### src/rtl/ov7670_capture_pkg.sv
// ov7670_capture_pkg: shared widths, default geometry, RGB565 layout and capture states.
package ov7670_capture_pkg;
  localparam int X_W = 10;
  localparam int Y_W = 9;
  localparam int H_ACTIVE_DEF = 640;
  localparam int V_ACTIVE_DEF = 480;
  localparam int SKIP_DEF = 2;
  typedef struct packed {
    logic [4:0] r;
    logic [5:0] g;
    logic [4:0] b;
  } rgb565_t;
  typedef enum logic [1:0] {WAIT_SYNC, VBLANK, ACTIVE} state_t;
endpackage

### src/rtl/ov7670_capture.sv
// ov7670_capture: turns the OV7670 RGB565 byte stream into X/Y-tagged 16-bit pixel write strobes.
module ov7670_capture
  import ov7670_capture_pkg::*;
#(
  parameter int H_ACTIVE = H_ACTIVE_DEF,
  parameter int V_ACTIVE = V_ACTIVE_DEF,
  parameter int SKIP_FRAMES = SKIP_DEF
) (
  input  logic           pixelClk,
  input  logic           reset,
  input  logic           vsync,
  input  logic           href,
  input  logic [7:0]     camData,
  output logic           writeEn,
  output logic [X_W-1:0] outX,
  output logic [Y_W-1:0] outY,
  output logic [15:0]    pixelOut,
  output logic           frameDone,
  output logic [7:0]     frameCount,
  output logic           lineErr
);
  localparam logic [X_W-1:0] X_MAX = X_W'(H_ACTIVE);
  localparam logic [Y_W-1:0] Y_MAX = Y_W'(V_ACTIVE);
  localparam logic [7:0] SKIP_N = 8'(SKIP_FRAMES);
  state_t state, stateNext;
  logic vsyncQ, hrefQ, byteSel, lineOvf;
  logic [7:0] hiByte, skipCnt;
  logic [X_W-1:0] xCnt;
  logic [Y_W-1:0] yCnt;
  logic vsyncRise, hrefFall, frameEnd, qual;
  assign vsyncRise = vsync & ~vsyncQ;
  assign hrefFall = hrefQ & ~href;
  assign frameEnd = (state == ACTIVE) & vsyncRise;
  assign qual = (xCnt < X_MAX) & (yCnt < Y_MAX) & (skipCnt >= SKIP_N);
  always_comb begin
    stateNext = state;
    stateNext = (state == WAIT_SYNC) ? (vsyncRise ? VBLANK : WAIT_SYNC) :
                (state == VBLANK)    ? (vsync ? VBLANK : ACTIVE) :
                                       (vsyncRise ? VBLANK : ACTIVE);
  end
  always_ff @(posedge pixelClk or posedge reset)
    if (reset) state <= WAIT_SYNC;
    else state <= stateNext;
  always_ff @(posedge pixelClk or posedge reset) begin
    if (reset) begin
      vsyncQ <= 1'b0;
      hrefQ <= 1'b0;
      byteSel <= 1'b0;
      lineOvf <= 1'b0;
      hiByte <= '0;
      skipCnt <= '0;
      xCnt <= '0;
      yCnt <= '0;
      writeEn <= 1'b0;
      outX <= '0;
      outY <= '0;
      pixelOut <= '0;
      frameDone <= 1'b0;
      frameCount <= '0;
      lineErr <= 1'b0;
    end else begin
      vsyncQ <= vsync;
      hrefQ <= href;
      writeEn <= 1'b0;
      frameDone <= 1'b0;
      if (frameEnd) begin
        frameDone <= 1'b1;
        frameCount <= frameCount + 8'd1;
        skipCnt <= (skipCnt == 8'hFF) ? skipCnt : skipCnt + 8'd1;
        if (href && xCnt != '0) lineErr <= 1'b1;
        xCnt <= '0;
        yCnt <= '0;
        byteSel <= 1'b0;
        lineOvf <= 1'b0;
      end else if (state == ACTIVE && href) begin
        byteSel <= ~byteSel;
        if (!byteSel) hiByte <= camData;
        else begin
          if (qual) begin
            writeEn <= 1'b1;
            pixelOut <= {hiByte, camData};
            outX <= xCnt;
            outY <= yCnt;
          end
          // a pair landing on a saturated column marks the line as too long
          if (xCnt == X_MAX) lineOvf <= 1'b1;
          else xCnt <= xCnt + 1'b1;
        end
      end else if (state == ACTIVE && hrefFall) begin
        if (xCnt != '0 && yCnt != Y_MAX) yCnt <= yCnt + 1'b1;
        // only lines that delivered bytes inside ACTIVE are judged
        if ((xCnt != '0) || byteSel)
          lineErr <= lineErr | (xCnt != X_MAX) | byteSel | lineOvf;
        xCnt <= '0;
        byteSel <= 1'b0;
        lineOvf <= 1'b0;
      end
    end
  end
endmodule

### config.mk
export PLATFORM = sky130hd
export DESIGN_NAME = ov7670_capture
export DESIGN_NICKNAME = d
export VERILOG_FILES = /design/src/rtl/ov7670_capture_pkg.sv /design/src/rtl/ov7670_capture.sv
export SDC_FILE = /design/constraint.sdc
export NUM_CORES = 1
export LEC_CHECK = 0
export ABC_AREA = 1
export BUFFER_PORTS_ARGS = -buffer_cell sky130_fd_sc_hd__buf_2
export CORE_ASPECT_RATIO = 0.5
export CORE_MARGIN = 2
export CORE_UTILIZATION = 52
export DETAILED_ROUTE_END_ITERATION = 6
export PLACE_DENSITY = 0.77
export SLEW_MARGIN = 30
export SYNTH_ARGS = -nofsm -noshare
export SYNTH_HDL_FRONTEND = slang
export SYNTH_SLANG_ARGS = --single-unit
### constraint.sdc
create_clock -name pixelClk -period 5.9 [get_ports pixelClk]
set_input_delay 0.295 -clock pixelClk [delete_from_list [all_inputs] [get_ports pixelClk]]
set_output_delay 0.295 -clock pixelClk [all_outputs]
set_load 0.01 [all_outputs]
Word level (Yosys, flattened, before mapping)

Cells that the tools add are included.
W data, S select, Z words.

Memory bits (writable): 0
Output and inout port bits: 46
Flip-flop bits (word level): 87
Logic and storage cells: 96
Bits in latches: 0
Bits of input ports: 12
Bits in read-only memories: 0
Memories: 0

Div/mod/pow operators: 0
Shift-type cells: 0
Bitwise logic cells: 13
Multiplexer cells: 31
Equality and inequality tests: 11
Order comparisons: 3
Reduce and logical (&&, ||, !) cells: 18
Multiply operators: 0
$add $sub $neg: 4

Operators by type and width:

| kind                    | number |
|---|---|
| $mux W10                | 5 |
| $mux W9                 | 4 |
| $mux W1                 | 18 |
| $add A8 B1 Y8 const B   | 2 |
| $reduce_and A3 Y1       | 4 |
| $add A10 B1 Y10 const B | 1 |
| $eq A10 B10 Y1 const B  | 1 |
| $lt A10 B10 Y1 const B  | 1 |
| $ne A10 B10 Y1 const B  | 1 |
| $reduce_bool A10 Y1     | 1 |
| $add A9 B1 Y9 const B   | 1 |
| $lt A9 B9 Y1 const B    | 1 |
| $ne A9 B9 Y1 const B    | 1 |
| $eq A8 B8 Y1 const B    | 1 |
| $ge A8 B2 Y1 const B    | 1 |
| $mux W2                 | 4 |
| $reduce_and A4 Y1       | 2 |
| $ne A3 B3 Y1 const B    | 2 |
| $reduce_bool A2 Y1      | 3 |
| $and A1 B1 Y1           | 5 |
| $not A1 Y1              | 5 |
| $logic_and A1 B1 Y1     | 4 |
| $ne A3 B2 Y1 const B    | 1 |
| $or A1 B1 Y1            | 3 |
| other kinds (8)         | 8 |

Depth between registers and ports, before layout

Gate-level depths: netlist of the first run.

Depth in word-level cells: 8
Depth in mapped cells: 11
Depth with buffers taken out: 11

Worst setup path after synthesis of the first run

No wires, ideal clock.

Path type: flip-flop to flip-flop
From: reg skipCnt[0]
To: reg outX[2]
Stages on the path, launching flop included: 11
Period minus slack after synthesis: 1.424 ns
Data required time: 5.783 ns
Path buffers: 2
Path slack: 4.476 ns
Data arrival time: 1.307 ns
Setup time: 0.117 ns
Cells stage by stage: dfrtp_1 -> inv_1 -> ha_1 -> nor2_1 -> nand3_1 -> nor2_1 -> nor2_2 -> buf_2 -> buf_6 -> nand3_1 -> nand2_1

Cells in the longest elaborated chain, start to end: 3

RTL lines:

| element                     | RTL line             | text |
|---|---|---|
| start: declaration          | ov7670_capture.sv:27 | `logic [7:0] hiByte, skipCnt;` |
| start signal: assignment    | ov7670_capture.sv:69 | `skipCnt <= (skipCnt == 8'hFF) ? skipCnt : skipCnt + 8'd1;` |
| $ge A8 B2 Y1                | ov7670_capture.sv:34 | `assign qual = (xCnt < X_MAX) & (yCnt < Y_MAX) & (skipCnt >= SKIP_N);` |
| $and A1 B1 Y1               | ov7670_capture.sv:34 |  |
| $reduce_and A4 Y1 (no line) | -                    |  |
| end signal: assignment      | ov7670_capture.sv:82 | `outX <= xCnt;` |
| end: declaration            | ov7670_capture.sv:15 | `output logic [X_W-1:0] outX,` |

No other way between the ends.
A chain may end at the register's enable or synchronous reset.

Worst setup path after layout of the first run

From: reg state[1]
To: reg outX[5]

Cells in the longest elaborated chain, start to end: 4
Elaborated cells between the ends (all ways): 5
Classes of those cells: 1 x eq/ne; 2 x bitwise; 2 x reduce/logical

RTL lines:

| element                       | RTL line                                   | text |
|---|---|---|
| start: declaration            | ov7670_capture.sv:25                       | `state_t state, stateNext;` |
| start signal: assignment      | ov7670_capture.sv:43                       | `else state <= stateNext;` |
| $eq A2 B2 Y1 *                | ov7670_capture.sv:33, ov7670_capture.sv:75 |  |
| $and A1 B1 Y1                 | ov7670_capture.sv:33                       | `assign frameEnd = (state == ACTIVE) & vsyncRise;` |
| $not A1 Y1 (no line)          | -                                          |  |
| $reduce_and A4 Y1 (no line) * | -                                          |  |

Every way passes the cells marked *; elsewhere a longest branch is shown, timed or not.

==> results.md, run 1 <==
Global route:
- The pin count of the biggest net entering global routing is just under 90.
- The number of global-route vias before repair is 3137.
- The initial antenna violation count is 0.
- The global route total overflow is 0.
- The first global-routing pass estimated 15000 um of wire.
- The overall fraction of global-route tracks in use is 0.214.

Drt:
- The average wire per cell in the routed design is 12.3 um.
- The number of DRC violations after detailed-routing iteration 0 is 296.
- Using the TritonRoute via totals, the vias-per-cell ratio works out to 4.99.
- The final routed wirelength across all metal layers is between 8000 and 9000 um.
- The number of DRC violations after detailed routing is 0.
- In this run the remaining antenna-violating nets after routing total 0.
- The routed layout has about 3600 vias.
- The detailed-router iteration count before antenna repair is 5.

Worst setup path:
- The element type at the critical path start is a flip-flop.
- The type of destination of the critical path is a flip-flop.
- For this run, the slowest stage of the critical path takes 690 ps.
- The slack of the worst reg-to-reg path is between 3000 and 4000 ps.
- In this run the critical register-to-register path is launched from state[1].
- The most numerous cell type found on the critical path is sky130_fd_sc_hd__nand2_2.
- The kind of cell adding the most delay to the critical path is simple AND/OR/NAND/NOR gates.
- The signal on the critical path passes through inv_1 > nor2_2 > nand2_2 > nand2_2 > nor2_2 > nand2_2 > nand2_1 > o21ai_1.
- In this run the worst path has a maximum fanout of 52.
- The critical path buffer and inverter count is 1.
- The arrival time of data at the critical path endpoint is 2940 ps.
- The critical path class is reg -> reg.
- On the critical path, the stage with the largest delay is an instance of sky130_fd_sc_hd__nand2_2.
- The required time of the worst setup path is about 6100 ps.
- Measured in cells, the most critical reg-to-reg path has a length of 8.
- In this run the critical register-to-register path is captured at outX[5].

Clock network:
- The cell chosen for the clock root is sky130_fd_sc_hd__clkbuf_16.
- The worst-skew pair later-pin latency is 350 ps.
- CTS saw 87 sinks.
- Clock-pin slew was measured on the worst setup and hold paths at 60 ps.
- In this run the number of H-tree levels came out at 3.
- The number of CTS-inserted buffers is 9.
- The number of post-CTS setup repair buffers is 0.
- TritonCTS built the clock tree.
- For this design, the CTS-stage hold fixing added 0 buffers.
- The clock passes through at most 2 buffers.
- After clock tree synthesis, the repair step resized 0 gates.

Yosys:
- The fraction of synthesized cell area taken by the top area cell type is 0.512.
- sky130_fd_sc_hd__nand2_1 is the most common cell in the netlist.
- The mapped cell area is 4250 um^2.
- The post-synthesis cell count is 541.
- Of all cell types, the one taking the most synthesized area is sky130_fd_sc_hd__dfrtp_1.
- Of the synthesized area, sequential elements account for 0.512.
- In the post-synthesis netlist, the biggest area contributors are sky130_fd_sc_hd__dfrtp_1 51%, sky130_fd_sc_hd__nand2_1 17%, sky130_fd_sc_hd__nand3_1 8.5%, sky130_fd_sc_hd__inv_1 4.6%, sky130_fd_sc_hd__nor2_1 3.9%.
- The most used flip-flop cell after synthesis is sky130_fd_sc_hd__dfrtp_1.
- The average cell area after synthesis is approximately 8 um^2.
- Yosys mapped a number of flops with a built-in enable equal to 0.
- The net count after synthesis is 560.
- Synthesis instantiated 27 different standard cells from the library.
- The synthesized design contains 87 register bits.
- During synthesis, Yosys emitted a total of 0 warnings.
- The fraction of registers with async set/reset is 1.00.
- Counting instances in the post-synthesis netlist gives the leading cell types as 194 x sky130_fd_sc_hd__nand2_1, 87 x sky130_fd_sc_hd__dfrtp_1, 72 x sky130_fd_sc_hd__nand3_1, 52 x sky130_fd_sc_hd__inv_1, 44 x sky130_fd_sc_hd__nor2_1.

Hold path:
- In this run the most critical hold path is launched from vsync.
- The type of the worst min-delay path is in -> reg.
- The destination of the worst hold path is vsyncQ.
- The hold path depth is 1.

Floorplanning:
- The die height is between 60 and 70 um.
- During I/O placement, the number of pins put on the boundary was 58.
- The floorplan has 23 rows.
- The starting utilization of the core area is 0.533.
- The die outline area is around 9000 um^2.
- The floorplan core area is 7970 um^2.
- The horizontal die dimension is 132 um.

Power:
- The share of power burned in combinational logic is 0.219.
- IR analysis of the VDD net gives a maximum drop of 0.000169 V.
- The share of total power dissipated in the clock network is 0.320.
- For this design the static power due to leakage is about 2.7 nW.
- Of the total power, the share spent switching nets is 0.326.
- The internal cell power is 1.20 mW.
- In this run the power density over the cells is 363 nW/um^2.
- The switching power is approximately 0.58 mW.
- The proportion of power drawn by flip-flops and latches is 0.461.
- The total design power is about 1.8 mW.

STA:
- Static timing analysis puts the maximum clock frequency at roughly 360 MHz.
- The pin slew with the least headroom to its limit is 878 ps.
- Setup repair after global routing left no endpoint under its margin.
- Dividing the final minimum period by the clock period gives 0.466.
- The clock skew after layout is 7.37 ps.
- Hold is met by just under 80 ps.
- The total setup violations reported at the end of the flow is 0.
- The accumulated negative setup slack is 0 ps.
- The headroom to the max-slew limit is 0.413.
- The total count of hold-check failures in the final report is 0.
- The max-slew violation total from the final report is 0.
- The worst path in the final design needs a cycle of 2750 ps, including I/O delays and setup.

Final layout:
- The antenna diode count is 0.
- For this run, the post-layout net count is roughly 610.
- The share of post-route cells with drive strength above 1 is 0.148.
- The growth of design area from synthesis to finish is 15.2%.

Job:
- Max-cap violations in this run came to 0.

Placement:
- The detailed placer's ending HPWL is 6090 um.
- The final weighted congestion in routability-driven placement is approximately 0.89.
- In this run the tool buffered the top-level ports with 57 buffer cells.

Status:
- The flow ran to the end, and the final reports show no timing, DRC or antenna violations.
[area by class of cell]
| cell class | count | area [um^2] |
|---|---|---|
| clock buffers | 9 | 225 |
| clock inverters | 7 | 72.6 |
| fillers | 701 | 3080 |
| inverters | 56 | 211 |
| multi-input cells | 383 | 1770 |
| flip-flops and latches | 87 | 2180 |
| well taps | 112 | 140 |
| repair buffers | 58 | 297 |
[stage by stage]
stage | area, um^2 | worst slack (ps) | util | std cells
3_3_place_gp | 4590 | 3220 | 0.576 | 696
6_report | 4890 | 3150 | 0.614 | 712
5_1_grt | 4890 | 2690 | 0.614 | 712
3_5_place_dp | 4600 | 3160 | 0.577 | 696
4_1_cts | 4890 | 3160 | 0.614 | 712
2_1_floorplan | 4250 | 3350 | - | 541
[worst max path at each step]
stage | startpoint | to | slack, ps | cells past startpoint
2_1_floorplan | reset | byteSel | 3350 | 1
3_3_place_gp | vsync | outX[8] | 3220 | 9
3_5_place_dp | vsync | outX[5] | 3160 | 9
4_1_cts | state[1] | outX[5] | 3160 | 8
5_1_grt | state[1] | outX[5] | 2690 | 8
6_report | state[1] | outX[5] | 3150 | 8
[worst reg2reg max path: cells and delay by family, from the launching register on]
| kind | cells | cell delay (ps) |
|---|---|---|
| AOI/OAI and AO/OA | 1 | 90 |
| and+or+nand+nor | 6 | 2010 |
| buffers and inverters | 1 | 90 |
| DFF | 1 | 410 |
[power by group through the flow]
stage                     combinational, mW  sequential (mW)  clock [mW]
after global placement                0.380            0.828           0
after detailed placement              0.392            0.827           0
after CTS                             0.395            0.818       0.579
after global routing                  0.448            0.837       0.603
after floorplan                       0.240            0.848           0
final                                 0.389            0.818       0.568
[cell usage in the layout (no fill, tap or decap)]
cell / count
sky130_fd_sc_hd__a21oi_1: 3
sky130_fd_sc_hd__buf_2: 57
sky130_fd_sc_hd__buf_6: 1
sky130_fd_sc_hd__bufinv_16: 1
sky130_fd_sc_hd__clkbuf_16: 9
sky130_fd_sc_hd__clkinv_1: 1
sky130_fd_sc_hd__clkinv_2: 3
sky130_fd_sc_hd__clkinv_4: 1
sky130_fd_sc_hd__clkinvlp_4: 2
sky130_fd_sc_hd__dfrtp_1: 87
sky130_fd_sc_hd__ha_1: 7
sky130_fd_sc_hd__inv_1: 51
sky130_fd_sc_hd__inv_2: 3
sky130_fd_sc_hd__inv_6: 1
sky130_fd_sc_hd__nand2_1: 194
sky130_fd_sc_hd__nand2_2: 3
sky130_fd_sc_hd__nand3_1: 72
sky130_fd_sc_hd__nand3_2: 2
sky130_fd_sc_hd__nand3b_1: 2
sky130_fd_sc_hd__nand4_1: 4
sky130_fd_sc_hd__nor2_1: 44
sky130_fd_sc_hd__nor2_2: 4
sky130_fd_sc_hd__nor2_4: 1
sky130_fd_sc_hd__nor3_1: 4
sky130_fd_sc_hd__nor4_1: 1
sky130_fd_sc_hd__o21ai_0: 9
sky130_fd_sc_hd__o21ai_1: 16
sky130_fd_sc_hd__o21ai_2: 1
sky130_fd_sc_hd__o31ai_1: 1
sky130_fd_sc_hd__xnor2_1: 6
sky130_fd_sc_hd__xor2_1: 9
[flip-flops by register name, summed over array words and instances (netlist names)]
signal and flops:
hrefQ 1, xCnt 10, hiByte 8, outY 9, frameDone 1, yCnt 9
frameCount 8, lineOvf 1, outX 10, skipCnt 8, state 2, byteSel 1
writeEn 1, lineErr 1, pixelOut 16, vsyncQ 1
[logic make-up after synthesis]
family | synth area share
AO/OA/AOI/OAI | 0.0368
XOR/XNOR | 0.0309
adder cells (fa/ha/maj) | 0.0206
AND/OR/NAND/NOR | 0.328
flip-flops | 0.512
buffers and inverters | 0.0710
[layer usage]
| layer | part of all wire | global-route usage | up-vias |
|---|---|---|---|
| met5 | 0 | 0 | - |
| met4 | 0.011 | 0.0707 | 0 |
| met3 | 0.054 | 0.0593 | 11 |
| met2 | 0.45 | 0.322 | 85 |
| met1 | 0.49 | 0.302 | 1653 |
| li1 | - | - | 1807 |
Note: power is estimated with default switching activity, not from simulation.
==> run 2: changes to the inputs <==
--- a/config.mk
+++ b/config.mk
@@ -11,7 +11,7 @@
 export CORE_MARGIN = 2
 export CORE_UTILIZATION = 52
 export DETAILED_ROUTE_END_ITERATION = 6
-export PLACE_DENSITY = 0.77
+export PLACE_DENSITY = 0.8
 export SLEW_MARGIN = 30
 export SYNTH_ARGS = -nofsm -noshare
 export SYNTH_HDL_FRONTEND = slang
==> constraint.sdc (replaced) <==
create_clock -name pixelClk -period 2.41 [get_ports pixelClk]
set_input_delay 0.1205 -clock pixelClk [delete_from_list [all_inputs] [get_ports pixelClk]]
set_output_delay 0.1205 -clock pixelClk [all_outputs]
set_load 0.01 [all_outputs]
==> results.md, run 2 (synthesized netlist as in run 1, its figures left out) <==
Status:
- The flow ran to the end, and the final reports show no timing, DRC or antenna violations.

Worst setup path:
- STA classifies the critical path startpoint as a flip-flop.
- The endpoint of the most critical register-to-register path is outX[9].
- The arrival time of data at the critical path endpoint is 2280 ps.
- The number of cells on the worst reg-to-reg path is 10.
- The type of destination of the critical path is a flip-flop.
- The slack of the worst reg-to-reg path is 350 ps.
- The worst reg2reg path startpoint is skipCnt[0].
- The maximum fanout encountered on the critical timing path is 52.
- Data on the critical path is required at its endpoint by 2630 ps.
- The critical path is of the reg -> reg type.

Clock network:
- In this run the post-CTS setup repair buffer count came out at 0.
- The hold buffer count at CTS is 3.
- CTS saw 87 sinks.
- The cell chosen for the clock root is sky130_fd_sc_hd__clkbuf_16.
- After clock tree synthesis, the clock-pin slew on the worst setup and hold paths is 60 ps.
- The depth of the CTS H-tree is 3.
- For the worst-skew pair, the clock arrives at the later sink with an insertion delay of roughly 340 ps.
- The number of CTS-inserted buffers is 9.
- The post-cts gate resize count is 0.
- TritonCTS built the clock tree.
- No sink is reached through more buffers than the 2 on the longest clock path.

Power:
- The switching power is about 1.4 mW.
- The portion of total power attributed to the clock network is 0.357.
- The power per unit of standard cell area is 924 nW/um^2.
- In this run the static leakage power is 2.79 nW.
- The share of power burned in combinational logic is 0.212.
- Of the total power, registers draw 0.431.
- The switching power share of the total is 0.301.
- The worst-case IR drop observed on VDD is 0.000435 V.
- Internal power comes to 3.26 mW.

Placement:
- Port buffering added 57 buffers.
- Routability-driven placement finished with a final weighted congestion of 0.866.
- Once placement finished, the instance area stood at 4650 um^2.
- Once placement completed, the tool counted placed cells totaling between 700 and 800.
- The HPWL after detailed placement is 6250 um.

Drt:
- The number of DRC violations after detailed routing is 0.
- The number of vias per cell is 5.07.
- The final layout contains routed wiring with a total length of 9140 um.
- After the first detailed-routing iteration, the DRC count stood at roughly 310.
- The final route contains 3647 vias.
- The average wire per cell in the routed design is 12.7 um.
- Once detail routing completed, the nets flagged for antenna violations numbered 0.
- For this run, the detailed router's first-pass iteration total came to 5.

Floorplanning:
- The starting utilization of the core area is 0.533.
- The die covers 8950 um^2.
- The core region is 7970 um^2.
- Row generation in the floorplan step produced 23 rows.
- The floorplan step set the die height to between 60 and 70 um.
- The I/O pin count is 58.
- The die is between 100 and 150 um wide.

STA:
- Setup repair after global routing left no endpoint under its margin.
- Of the available clock period, the critical path in the final layout requires 0.854.
- The total setup violations reported at the end of the flow is 0.
- For the pin with the worst max-slew slack, the measured transition is 755 ps.
- The worst path in the final design needs a cycle of 2060 ps, including I/O delays and setup.
- The total count of hold-check failures in the final report is 0.
- The max-slew violation total from the final report was 0.
- Between clock sinks in the finished design, the worst skew comes to 6.93 ps.
- The accumulated negative setup slack is 0 ps.
- Headroom to the max-slew limit came out at 0.496.
- Derived from the worst setup path, the maximum achievable clock frequency is 486 MHz.

Global route:
- The first global-routing pass estimated 15300 um of wire.
- The overall fraction of global-route tracks in use is 0.218.
- The number of global-route vias before repair is 3254.
- The global route total overflow is 0.
- Entering global routing, the biggest net connects 88 pins.
- The initial antenna violation count was 0.

Final layout:
- Ranked by flip-flop count, first place goes to pixelOut.
- The repair_antennas step left the layout with diodes totalling 0.
- The register with the most flip-flops in the layout has 16 of them.
- The post-route non-filler standard cell count is 719.
- The growth of design area from synthesis to finish is 18.7%.
- The finished cells cover 5040 um^2.
- The largest registers in the layout are pixelOut x16, outX x10, xCnt x10.
- The number of nets in the final layout is roughly 620.
- Of the cells placed in the final design, the portion with a size suffix greater than 1 is 0.153.
- Leaving out fill and tap cells, the most frequent cell in the layout is sky130_fd_sc_hd__nand2_1.
- In the layout the commonest cells are 194 x sky130_fd_sc_hd__nand2_1, 87 x sky130_fd_sc_hd__dfrtp_1, 72 x sky130_fd_sc_hd__nand3_1.

Job:
- Max-cap violations in this run came to 0.

Hold path:
- The hold path depth is 3.
- The destination of the worst hold path is pixelOut[0].
- The path class of the tightest hold or removal check is in -> reg.
- The critical hold path startpoint is camData[0].
run 2: cell count changes in the layout (fill, tap and decap cells not counted):
cell	delta
sky130_fd_sc_hd__buf_6	-1
sky130_fd_sc_hd__clkinvlp_4	-2
sky130_fd_sc_hd__clkinv_2	-1
sky130_fd_sc_hd__inv_6	-1
sky130_fd_sc_hd__buf_12	+2
sky130_fd_sc_hd__bufinv_16	+3
sky130_fd_sc_hd__buf_4	+4
sky130_fd_sc_hd__dlygate4sd3_1	+3
run 2: cell type report:
cell class,instances,area [um^2]
Fill cell,711,2930
Sequential cell,87,2180
Multi-Input combinational cell,383,1770
Timing Repair Buffer,66,385
Clock buffer,9,225
Inverter,56,211
Tap cell,112,140
Clock inverter,6,134
run 2: worst max-delay path: stages (launching register included):
cell and delay (ps):
sky130_fd_sc_hd__dfrtp_1 380, sky130_fd_sc_hd__inv_1 120, sky130_fd_sc_hd__ha_1 160, sky130_fd_sc_hd__nor2_1 40
sky130_fd_sc_hd__nand3_1 80, sky130_fd_sc_hd__nor2_1 60, sky130_fd_sc_hd__nor2_2 570, sky130_fd_sc_hd__nand2_2 130
sky130_fd_sc_hd__buf_12 230, sky130_fd_sc_hd__nand2_1 80, sky130_fd_sc_hd__o21ai_1 60
run 2: how the worst max path moves through the flow:
stage / depth (start not counted) / startpoint / to
after global placement: 10 / skipCnt[0] / outX[0]
final: 10 / skipCnt[0] / outX[9]
after floorplan: 1 / reset / byteSel
after CTS: 10 / skipCnt[0] / outX[9]
after detailed placement: 10 / skipCnt[0] / outX[9]
after global routing: 10 / skipCnt[0] / outX[5]
run 2: through the flow:
stage / utilization / hold WS (ps) / worst slack (ps) / total power, mW
2_1_floorplan: - / 152 / 39.3 / 2.66
3_3_place_gp: 0.584 / 254 / 444 / 2.97
3_5_place_dp: 0.584 / 258 / 349 / 3.01
4_1_cts: 0.633 / 16.4 / 335 / 4.70
5_1_grt: 0.633 / 24.0 / 181 / 4.95
6_report: 0.633 / 25.6 / 352 / 4.66
run 2: power by group through the flow:
stage	clock (mW)	combinational [mW]	sequential, mW
final	1.66	0.987	2.01
after floorplan	0	0.588	2.08
after detailed placement	0	0.983	2.03
after global routing	1.77	1.12	2.06
after global placement	0	0.948	2.02
after CTS	1.69	0.998	2.01
run 2: layer usage:
metal,GRT usage,wire length [um],up-vias
met5,0,0,-
met4,0.0788,125,0
met3,0.0563,502,11
met2,0.366,4130,99
met1,0.283,4380,1707
li1,-,-,1830
==> run 3: changes to the inputs <==
--- a/config.mk
+++ b/config.mk
@@ -6,7 +6,7 @@
 export NUM_CORES = 1
 export LEC_CHECK = 0
 export ABC_AREA = 1
-export BUFFER_PORTS_ARGS = -buffer_cell sky130_fd_sc_hd__buf_2
+export BUFFER_PORTS_ARGS = -buffer_cell sky130_fd_sc_hd__buf_4
 export CORE_ASPECT_RATIO = 0.5
 export CORE_MARGIN = 2
 export CORE_UTILIZATION = 52
==> results.md, run 3 (synthesized netlist as in run 1, its figures left out) <==
Final layout:
- Leaving out fill and tap cells, the most frequent cell in the layout is sky130_fd_sc_hd__nand2_1.
- In the final layout, the share of cells above drive strength 1 is 0.155.
- The number of nets in the final layout is 622.
- pixelOut holds more flip-flops than any other register.
- The largest registers in the layout are pixelOut x16, outX x10, xCnt x10.
- The repair_antennas step left the layout with diodes totalling 0.
- The library cells used most frequently in the layout, excluding fill and tap cells, are 194 x sky130_fd_sc_hd__nand2_1, 87 x sky130_fd_sc_hd__dfrtp_1, 72 x sky130_fd_sc_hd__nand3_1.
- Relative to the synthesized area, the layout overhead comes to 20.7%.
- The register with the most flip-flops in the layout has 16 of them.

Drt:
- Dividing the detail-routed wire length by the instance count gives 12.8 um.
- For this block, the initial DRC count from the detailed router was 271.
- Detailed routing inserted a total of 3643 vias.
- After detailed routing, the total wire length is 9220 um.
- The post-detailed-route count of antenna-violating nets is 0.
- The detailed-router iteration count before antenna repair is 5.
- The number of DRC violations after detailed routing is 0.
- Using the TritonRoute via totals, the vias-per-cell ratio works out to approximately 5.1.

Clock network:
- Clock-pin slew was measured on the worst setup and hold paths at 70 ps.
- The CTS sink count is 87.
- The number of CTS-inserted buffers is 9.
- At the later pin of the worst-skew pair, clock insertion delay measures roughly 340 ps.
- The H-tree was split into 3 levels.
- CTS placed an instance of sky130_fd_sc_hd__clkbuf_16 at the clock tree root.
- No sink is reached through more buffers than the 2 on the longest clock path.
- In this run the post-CTS setup repair buffer count came out at 0.
- TritonCTS built the clock tree.

STA:
- The final cycle utilization of the critical path is 0.883.
- Static timing analysis puts the maximum clock frequency at 470 MHz.
- The pin slew with the least headroom to its limit is 768 ps.
- The total setup violations reported at the end of the flow is 0.
- The post-route worst hold slack is 27.4 ps.
- The clock skew after layout is 8.71 ps.
- The total count of hold-check failures in the final report came to 0.
- After routing, the total negative slack on setup checks comes to 0 ps.
- The max-slew violation total from the final report was 0.
- The clock period minus worst slack is 2130 ps.
- In this run the tightest slew margin relative to its limit is 0.487.
- Setup repair after global routing left no endpoint under its margin.

Floorplanning:
- The floorplan step defined a die boundary enclosing between 8000 and 9000 um^2.
- The die is 67.9 um tall.
- The I/O pin count is 58.
- The starting utilization of the core area is 0.533.
- The number of placement rows is 23.
- The floorplan step set the die width to 132 um.
- The floorplan core area is 7970 um^2.

Worst setup path:
- The startpoint identified for the worst register-to-register timing path is skipCnt[0].
- The critical path in this run is classified as reg -> reg.
- The maximum fanout encountered on the critical timing path is slightly below 50.
- Data on the critical path arrives at its endpoint at 2350 ps.
- The logic depth of the worst register-to-register path is 10.
- The slack of the worst reg-to-reg path is between 200 and 300 ps.
- In this run the critical register-to-register path is captured at outX[4].
- The worst setup path is captured at a flip-flop.
- The required time of the worst setup path is approximately 2600 ps.
- STA classifies the critical path startpoint as a flip-flop.

Power:
- The power per unit of standard cell area is 876 nW/um^2.
- The analysis attributes to cell leakage a power of approximately 2.8 nW.
- The worst IR drop on VDD is 0.000411 V.

Global route:
- The first global-routing pass estimated between 15000 and 20000 um of wire.
- Summed over all layers, the global routing overflow is 0.
- The number of global-route vias before repair is 3200.
- The initial antenna violation count is 0.
- In the global route stage, overall resource usage came out at 0.221.
- Entering global routing, the biggest net connects slightly below 60 pins.

Placement:
- The congestion estimate from routability-driven global placement came to 0.882.
- Input and output buffers added on the ports amount to 57.
- Summed over all nets, the half-perimeter wirelength after detailed placement is 6510 um.

Hold path:
- The min-delay analysis places its worst path in the category in -> reg.
- The startpoint identified for the worst hold timing path is camData[1].
- For hold timing, the worst endpoint is hiByte[1].
- The worst hold path passes through 3 cells.

Job:
- The number of max-cap violations is 0.

Status:
- The flow ran to the end, and the final reports show no timing, DRC or antenna violations.
==> run 3: cell type report <==
| cell class | instances | area [um^2] |
|---|---|---|
| well taps | 112 | 140 |
| flip-flops and latches | 87 | 2180 |
| inverters | 56 | 211 |
| clock buffers | 9 | 225 |
| clock inverters | 7 | 76.3 |
| fillers | 677 | 2840 |
| multi-input cells | 383 | 1770 |
| repair buffers | 66 | 528 |
==> run 3: power breakdown <==
group / leakage [nW] / switching [mW] / internal, mW
Sequential: 1.16 / 0.239 / 1.77
Combinational: 1.47 / 0.622 / 0.461
Clock: 0.148 / 0.581 / 0.813
Total: 2.78 / 1.44 / 3.05
==> run 3: repair_timing <==
item                      4_1_cts  5_1_grt
resized for setup               0        0
hold endpoints to repair       32        0
hold buffers                    3        0
==> run 3: worst max-delay path: stages, from the launching register on <==
cell	delay, ps
sky130_fd_sc_hd__dfrtp_1	380
sky130_fd_sc_hd__inv_1	120
sky130_fd_sc_hd__ha_1	160
sky130_fd_sc_hd__nor2_1	40
sky130_fd_sc_hd__nand3_1	60
sky130_fd_sc_hd__nor2_1	50
sky130_fd_sc_hd__nor2_2	580
sky130_fd_sc_hd__nand2_2	190
sky130_fd_sc_hd__buf_12	240
sky130_fd_sc_hd__nand2_1	80
sky130_fd_sc_hd__o21ai_1	60
==> run 3: layer usage <==
metal	up-vias	GRT usage	wire length (um)
met3	11	0.0607	542
li1	1825	-	-
met1	1710	0.296	4410
met5	-	0	0
met2	97	0.357	4140
met4	0	0.0707	119
==> run 3: how the worst max path moves through the flow <==
stage	depth (start not counted)	from	slack, ps	endpoint
2_1_floorplan	1	reset	40	byteSel
3_3_place_gp	10	skipCnt[0]	400	outX[0]
3_5_place_dp	10	skipCnt[0]	310	outY[8]
4_1_cts	10	skipCnt[0]	290	outX[4]
5_1_grt	10	skipCnt[0]	50	outX[4]
6_report	10	skipCnt[0]	280	outX[4]
==> run 3: stage by stage <==
step / worst slack [ps] / std cells / area [um^2] / power, mW / utilization
global placement: 397 / 701 / 4800 / 3.07 / 0.602
floorplan: 39.3 / 541 / 4250 / 2.66 / -
CTS: 290 / 720 / 5130 / 4.52 / 0.643
detailed placement: 310 / 701 / 4800 / 3.11 / 0.602
global route: 53.8 / 720 / 5130 / 4.75 / 0.643
finish: 283 / 720 / 5130 / 4.49 / 0.643
